File: src/rtl/barrett_feeder.sv
// rtl/barrett_feeder.sv - operand-pair FIFO and two-stage multiplier feeding a Barrett reducer
// Optional macro BARRETT_FEEDER_PASSTHRU_EN adds passthru_i; such entries issue {a,b} unmultiplied.
module barrett_feeder #(
   parameter int DATA_LENGTH = 64,
   parameter int FIFO_DEPTH  = 8
) (
   input  logic                             CLK_pci_sys_clk_p,
   input  logic                             rst_ni,
   input  logic [DATA_LENGTH/2-1:0]         a_i,
   input  logic [DATA_LENGTH/2-1:0]         b_i,
   input  logic                             in_valid_i,
   output logic                             in_ready_o,
   input  logic                             en_i,
   input  logic                             flush_i,
`ifdef BARRETT_FEEDER_PASSTHRU_EN
   input  logic                             passthru_i,
`endif
   output logic [DATA_LENGTH-1:0]           x_o,
   output logic                             start_o,
   output logic [$clog2(FIFO_DEPTH+1)-1:0]  count_o,
   output logic                             busy_o
);

   localparam int HW = DATA_LENGTH / 2;
   localparam int PW = $clog2(FIFO_DEPTH);
   localparam int CW = $clog2(FIFO_DEPTH + 1);
`ifdef BARRETT_FEEDER_PASSTHRU_EN
   localparam int EW = DATA_LENGTH + 1;
`else
   localparam int EW = DATA_LENGTH;
`endif

   logic [EW-1:0]          mem_q [FIFO_DEPTH];
   logic [EW-1:0]          mem_d [FIFO_DEPTH];
   logic [PW-1:0]          wr_ptr_q, wr_ptr_d;
   logic [PW-1:0]          rd_ptr_q, rd_ptr_d;
   logic [CW-1:0]          count_q, count_d;
   logic                   s1_valid_q, s1_valid_d;
   logic [EW-1:0]          s1_entry_q, s1_entry_d;
   logic                   s2_valid_q, s2_valid_d;
   logic [DATA_LENGTH-1:0] x_q, x_d;

   logic                   push;
   logic                   pop;
   logic [EW-1:0]          entry_in;
   logic [DATA_LENGTH-1:0] s1_product;
   logic [DATA_LENGTH-1:0] s1_result;

   // The low DATA_LENGTH bits of an entry are {a, b}, which is also the passthrough word.
`ifdef BARRETT_FEEDER_PASSTHRU_EN
   assign entry_in  = {passthru_i, a_i, b_i};
`else
   assign entry_in  = {a_i, b_i};
`endif

   assign s1_product = DATA_LENGTH'(s1_entry_q[DATA_LENGTH-1:HW]) * DATA_LENGTH'(s1_entry_q[HW-1:0]);

`ifdef BARRETT_FEEDER_PASSTHRU_EN
   assign s1_result = s1_entry_q[EW-1] ? s1_entry_q[DATA_LENGTH-1:0] : s1_product;
`else
   assign s1_result = s1_product;
`endif

   // A full FIFO refuses a push even when a pop frees a slot on the same edge.
   assign push = in_valid_i && (count_q != CW'(FIFO_DEPTH));
   assign pop  = (count_q != '0) && en_i;

   always_comb begin
      mem_d      = mem_q;
      wr_ptr_d   = wr_ptr_q;
      rd_ptr_d   = rd_ptr_q;
      count_d    = count_q;
      s1_valid_d = s1_valid_q;
      s1_entry_d = s1_entry_q;
      s2_valid_d = s2_valid_q;
      x_d        = x_q;
      if (flush_i) begin
         wr_ptr_d   = '0;
         rd_ptr_d   = '0;
         count_d    = '0;
         s1_valid_d = 1'b0;
         s2_valid_d = 1'b0;
      end else begin
         if (push) begin
            mem_d[wr_ptr_q] = entry_in;
            wr_ptr_d        = wr_ptr_q + PW'(1);
         end
         if (pop) begin
            s1_entry_d = mem_q[rd_ptr_q];
            rd_ptr_d   = rd_ptr_q + PW'(1);
         end
         s1_valid_d = pop;
         s2_valid_d = s1_valid_q;
         if (s1_valid_q) begin
            x_d = s1_result;
         end
         case ({push, pop})
            2'b10:   count_d = count_q + CW'(1);
            2'b01:   count_d = count_q - CW'(1);
            default: count_d = count_q;
         endcase
      end
   end

   always_ff @(posedge CLK_pci_sys_clk_p) begin
      if (!rst_ni) begin
         wr_ptr_q   <= '0;
         rd_ptr_q   <= '0;
         count_q    <= '0;
         s1_valid_q <= 1'b0;
         s1_entry_q <= '0;
         s2_valid_q <= 1'b0;
         x_q        <= '0;
      end else begin
         wr_ptr_q   <= wr_ptr_d;
         rd_ptr_q   <= rd_ptr_d;
         count_q    <= count_d;
         s1_valid_q <= s1_valid_d;
         s1_entry_q <= s1_entry_d;
         s2_valid_q <= s2_valid_d;
         x_q        <= x_d;
      end
   end

   // Storage needs no reset; occupancy is tracked by the pointers and count alone.
   always_ff @(posedge CLK_pci_sys_clk_p) begin
      mem_q <= mem_d;
   end

   assign in_ready_o = (count_q != CW'(FIFO_DEPTH));
   assign x_o        = x_q;
   assign start_o    = s2_valid_q;
   assign count_o    = count_q;
   assign busy_o     = (count_q != '0) || s1_valid_q || s2_valid_q;

endmodule

File: config.mk
export PLATFORM = sky130hd
export DESIGN_NAME = barrett_feeder
export DESIGN_NICKNAME = d
export VERILOG_FILES = /design/src/rtl/barrett_feeder.sv
export SDC_FILE = /design/constraint.sdc
export NUM_CORES = 2
export LEC_CHECK = 0
export ABC_CLOCK_PERIOD_IN_PS = 7200
export CELL_PAD_IN_SITES_DETAIL_PLACEMENT = 0
export CELL_PAD_IN_SITES_GLOBAL_PLACEMENT = 1
export CORE_AREA = 3 3 383 385
export DETAILED_ROUTE_END_ITERATION = 16
export DIE_AREA = 0 0 386 388
export GPL_TIMING_DRIVEN = 0
export PLACE_DENSITY = 0.74
export SLEW_MARGIN = 0
export SYNTH_ARGS = -nofsm -noshare
export SYNTH_HDL_FRONTEND = slang
export SYNTH_SLANG_ARGS = --single-unit
File: constraint.sdc
create_clock -name CLK_pci_sys_clk_p -period 7.2 [get_ports CLK_pci_sys_clk_p]
set_input_delay 1.44 -clock CLK_pci_sys_clk_p [delete_from_list [all_inputs] [get_ports CLK_pci_sys_clk_p]]
set_output_delay 1.44 -clock CLK_pci_sys_clk_p [all_outputs]
set_load 0.01 [all_outputs]
# After elaboration in Yosys (flattened, before gate mapping)

Index checks and enable logic that the tools add are counted.

Register bits: 652
Latch bits: 0
Memory bits (writable): 0
Bits in read-only memories: 0
Bits of input ports: 69
Output and inout port bits: 71
Logic and storage cells: 48
Memories kept: 0

Add/sub/neg operators: 4
Multipliers: 1
Divide/modulo/power cells: 0
Magnitude comparators: 3
Equality and inequality tests: 3
Shifts and indexed selects: 0
Mux-type cells: 7
Bitwise logic cells: 4
Reductions and logical operators: 11

Operators by type and width:

| operator            | number |
|---|---|
| $bwmux 512          | 1 |
| $bmux 64 s3         | 1 |
| $demux 64 s3        | 1 |
| $mux 64             | 3 |
| $mul 32x32->64      | 1 |
| $ge 4x4->1 const B  | 2 |
| $not 3->4           | 2 |
| $pmux 4 s2          | 1 |
| $add 3x1->3 const B | 2 |
| $reduce_and 2->1    | 3 |
| $add 4x1->4 const B | 1 |
| $lt 4x1->1 const B  | 1 |
| $ne 4x4->1 const B  | 1 |
| $reduce_bool 4->1   | 1 |
| $sub 4x1->4 const B | 1 |
| $logic_and 1x1->1   | 3 |
| $eq 2x1->1 const B  | 1 |
| $eq 2x2->1 const B  | 1 |
| $logic_or 1x1->1    | 2 |
| $not 1->1           | 2 |
| $reduce_bool 2->1   | 1 |
| $reduce_or 2->1     | 1 |

# Longest topological paths before layout

Word-level depth: 6
Mapped depth: 28
Gate-level depth less buffers: 26

# Worst setup path before layout

No wires, ideal clock.

Path kind: reg-to-reg
Start: register s1_entry_q[62]
End: register x_q[58] (netlist: x_o[58])
Library setup time: 0.122 ns
Arrival: 6.869 ns
Required time: 7.078 ns
Setup slack: 0.210 ns
Cell stages (with the launch flop): 24
Buffers on the path: 2
Clock period less this slack: 6.990 ns
Path through: dfxtp_1 clkbuf_1 nand2_1 fa_1 inv_1 fa_1 fa_1 inv_1 fa_1 inv_1 fa_1 fa_1 fa_1 inv_1 fa_1 inv_1 ha_1 clkbuf_1 nand4_1 or4_1 o32a_1 o21a_1 o2111a_1 a221o_1

Longest elaborated chain between the ends: 1

RTL lines:

| element                | line | source |
|---|---|---|
| from (decl)            | 39   | `logic [EW-1:0] s1_entry_q, s1_entry_d;` |
| from (signal assigned) | 119  | `s1_entry_q <= s1_entry_d;` |
| $mul 32x32->64         | 56   | `assign s1_product = DATA_LENGTH'(s1_entry_q[DATA_LENGTH-1:HW]) * DATA_LENGTH'(s1_entry_q[HW-1:0]);` |
| to (signal assigned)   | 113  | `x_q <= '0;` |
| to (signal assigned)   | 121  | `x_q <= x_d;` |
| to (decl)              | 41   | `logic [DATA_LENGTH-1:0] x_q, x_d;` |

Every way passes these cells.
A chain may end at the register's enable or synchronous reset.

# Worst setup path after layout

Start: register s1_entry_q[11]
End: register x_q[58] (netlist: x_o[58])

The elaborated chain is that of the path after synthesis.

==> impl_metrics.json <==
{
  "final.setup.worst_slack_ns": -0.406,
  "synth_edf_count": 512,
  "fillers": 13000,
  "irDropWorstVdd_v": 0.000250,
  "ys_top_cells_by_area": "fa_1 (31%), edfxtp_1 (27%), and2_1 (6.6%)",
  "firstDrtPassIters": 7,
  "start_kind": "flop",
  "cts_buffer_depth": 3,
  "clockRootBuffer": "clkbuf_16",
  "yosys.area_share.simple_pct": 11.9,
  "route.detailed.drc": 0,
  "worst_pin_slew_ns": 1.35,
  "start_util_pct": 40.0,
  "fin_setup_tns_ns": -10.27,
  "busiest_layer": "met2",
  "gr-usage-met2_pct": 40.0,
  "synthToLayoutAreaGrowth_pct": 19.0,
  "fp.coreArea_sq_um": 143000,
  "clk_pin_slew_ns": 0.06,
  "timing.final.crit_share_pct": 106,
  "fin_util_pct": 47.6,
  "viasPerCell": 5.35,
  "p_leak_uw": 0.0292,
  "r2r_end": "x_o[58]",
  "design.portCount": 140,
  "regArea_sq_um": 18400,
  "r2r_start": "s1_entry_q[11]",
  "cts_sinks": 652,
  "place_area_sq_um": 61800,
  "crit_start": "s1_entry_q[11]",
  "finalPower_uw": 8580,
  "yosys.area.top_type": "fa_1",
  "grt_max_degree": 25,
  "crit_path_end": "x_o[58]",
  "met3_usage_pct": 5.98,
  "synthCells": 4971,
  "path_max_fanout": 6,
  "max_freq_mhz": 131,
  "nets": 6590,
  "post_drt_wl_per_cell_microns": 25.9,
  "port_buffers": 139,
  "cp_slowest_cell": "fa_2",
  "gp_congestion": 1.02,
  "cts_made_buffers": 70,
  "track_usage_pct": 25.6,
  "synth-compound-area-share_pct": 4.42,
  "layout_min_cycle_time_ns": 7.61,
  "synthesis.nets": 6205,
  "cts_htree_levels": 3,
  "synthArstFlopShare_pct": 0,
  "grt_pass1_wl_mm": 277,
  "grt-ovfl-total": 0,
  "syn_area_sq_um": 57400,
  "hold_viol_final": 0,
  "pwr_density_cell_nw_per_um2": 126,
  "yosysWarnings": 0,
  "cp_common_cell": "fa_1",
  "ys_types": 68,
  "dieArea_sq_um": 150000,
  "rsz0062_at_grt": "true",
  "grt_pass1_vias": 41100,
  "hpwl_mm": 149,
  "maxSlewHeadroom_pct": 10.1,
  "synth_top_family_by_area": "adder cells",
  "drive_above_1_share_pct": 16.7,
  "ctsHoldBuffers": 0,
  "critPathRequiredTime_ns": 7.75,
  "worstSetupPathType": "flop to flop",
  "holdWs_ns": 0.446,
  "ff2ff_path_depth": 29,
  "setup_viol": 34,
  "rows": 139,
  "clkLatencyLatePin_ns": 0.66,
  "antenna_found_initial": 22,
  "ys_seq_elements": 652,
  "cp-end-kind": "flop",
  "antenna_left": 0,
  "cts_tree": "built",
  "finalMaxSlewViolations": 0,
  "multiInputGateArea_sq_um": 36000,
  "drt_wl_total_mm": 190,
  "maxCapViolations": 0,
  "reg2reg_slack_ns": -0.41,
  "die_w_microns": 386,
  "die_h_microns": 388,
  "drt-initial-drc-count": 3173,
  "synthAdderAreaFrac_pct": 37.1,
  "hold_path_class": "flop to flop",
  "status": "complete, but fails checks",
  "cpPeakStageDelay_ns": 0.61,
  "cp.arrival_ns": 8.16,
  "synth_mux_area_share_pct": 6.15,
  "skew_ns": 0.0300,
  "synth_xor_xnor_area_share_pct": 1.02,
  "yosysSeqAreaShare_pct": 31.7,
  "hold_depth": 2,
  "violations": "negative setup slack",
  "num_vias": 39200,
  "synth_ff_type": "edfxtp_1",
  "met1_usage_pct": 33.3,
  "postSynthAreaPerCell_sq_um": 11.6,
  "fin_area_sq_um": 68300,
  "yosysTopAreaCellShare_pct": 31.3
}
==> how the worst min path moves through the flow <==
stage,endpoint,start
after floorplan,wr_ptr_q[1],wr_ptr_q[1]
after global placement,x_o[60],x_o[60]
after detailed placement,x_o[45],x_o[45]
after CTS,x_o[38],x_o[38]
after global routing,x_o[42],x_o[42]
final,x_o[38],x_o[38]
==> cell usage in the layout (no fill, tap or decap), drive strengths merged, types with 30 or more instances in the layout <==
cell type | synthesis | layout
a21o | 39 | 39
a21oi | 70 | 70
and2 | 610 | 610
buf | 25 | 243
clkbuf | 268 | 314
clkdlybuf4s50 | 0 | 139
clkinv | 0 | 30
dfxtp | 140 | 140
edfxtp | 512 | 512
fa | 897 | 897
ha | 268 | 268
inv | 882 | 887
mux2i | 65 | 65
mux4 | 128 | 128
nand2 | 637 | 637
nor2 | 35 | 35
o211a | 67 | 67
o21ai | 81 | 81
xnor2 | 42 | 42
==> repair_timing <==
action                                  CTS  global route
gates cloned                              0             0
pin swaps                                87           128
endpoints found under the hold margin     0             0
gates resized for setup                 767           221
endpoints found under the setup margin   50            40
setup buffers                            84            76
==> per-layer routing <==
| metal | up-vias | wire length [microns] |
|---|---|---|
| li1 | 16500 | - |
| met1 | 20600 | 73900 |
| met2 | 1666 | 88600 |
| met3 | 406 | 16400 |
| met4 | 6 | 11100 |
| met5 | - | 33 |
==> kinds of logic after synthesis <==
| family | Yosys count |
|---|---|
| AND/OR/NAND/NOR | 1367 |
| buffers and inverters | 1175 |
| adder cells (fa/ha/maj) | 1165 |
| flip-flops | 652 |
| AO/OA/AOI/OAI | 352 |
| multiplexers | 193 |
| XOR/XNOR | 67 |
==> where the power goes <==
group	leakage [uW]	switching, uW	internal [uW]	total [uW]
combinational	0.0223	602	373	975
sequential	0.00580	63.7	4090	4160
clock	0.00108	1510	1940	3450
total	0.0292	2170	6400	8580
==> worst max-delay path: cells and delay by family (launching register included) <==
| family | cells | cell delay (ns) |
|---|---|---|
| AND/OR/NAND/NOR | 3 | 0.39 |
| AO/OA/AOI/OAI | 6 | 1.19 |
| flip-flops | 1 | 0.52 |
| adder cells (fa/ha/maj) | 9 | 4.45 |
| buffers and inverters | 11 | 0.95 |
==> cell usage after synthesis, drive strengths merged (7+ instances only) <==
master	number
fa	897
inv	882
nand2	637
and2	610
edfxtp	512
clkbuf	268
ha	268
dfxtp	140
mux4	128
o21ai	81
a21oi	70
o211a	67
mux2i	65
xnor2	42
a21o	39
nor2	35
nand4	26
buf	25
xor2	25
nand3	16
o21a	13
o21bai	13
a21boi	9
o211ai	9
o31ai	9
nand2b	8
nor3	8
a211oi	7
==> per-stage QoR <==
| stage | setup slack [ns] | std cells |
|---|---|---|
| floorplan | 0.210 | 4971 |
| global placement | -4.80 | 7013 |
| detailed placement | -2.01 | 7045 |
| CTS | -0.391 | 7249 |
| global route | -0.557 | 7314 |
| finish | -0.406 | 7326 |
==> final cells by class <==
class | instances | area share, %
Multi-Input combinational cell | 3144 | 52.6
Sequential cell | 652 | 26.9
Inverter | 882 | 4.84
Timing Repair Buffer | 327 | 4.80
Buffer | 279 | 4.15
Tap cell | 1903 | 3.48
Clock buffer | 90 | 2.75
Clock inverter | 37 | 0.452
Antenna cell | 12 | 0.0439
==> sequential cells by signal (all words and copies together), names as in the netlist <==
register	cells
mem_q	512
s1_valid_q	1
s1_entry_q	64
x_o	64
count_o	4
start_o	1
rd_ptr_q	3
wr_ptr_q	3
Note: power is estimated with default switching activity, not from simulation.
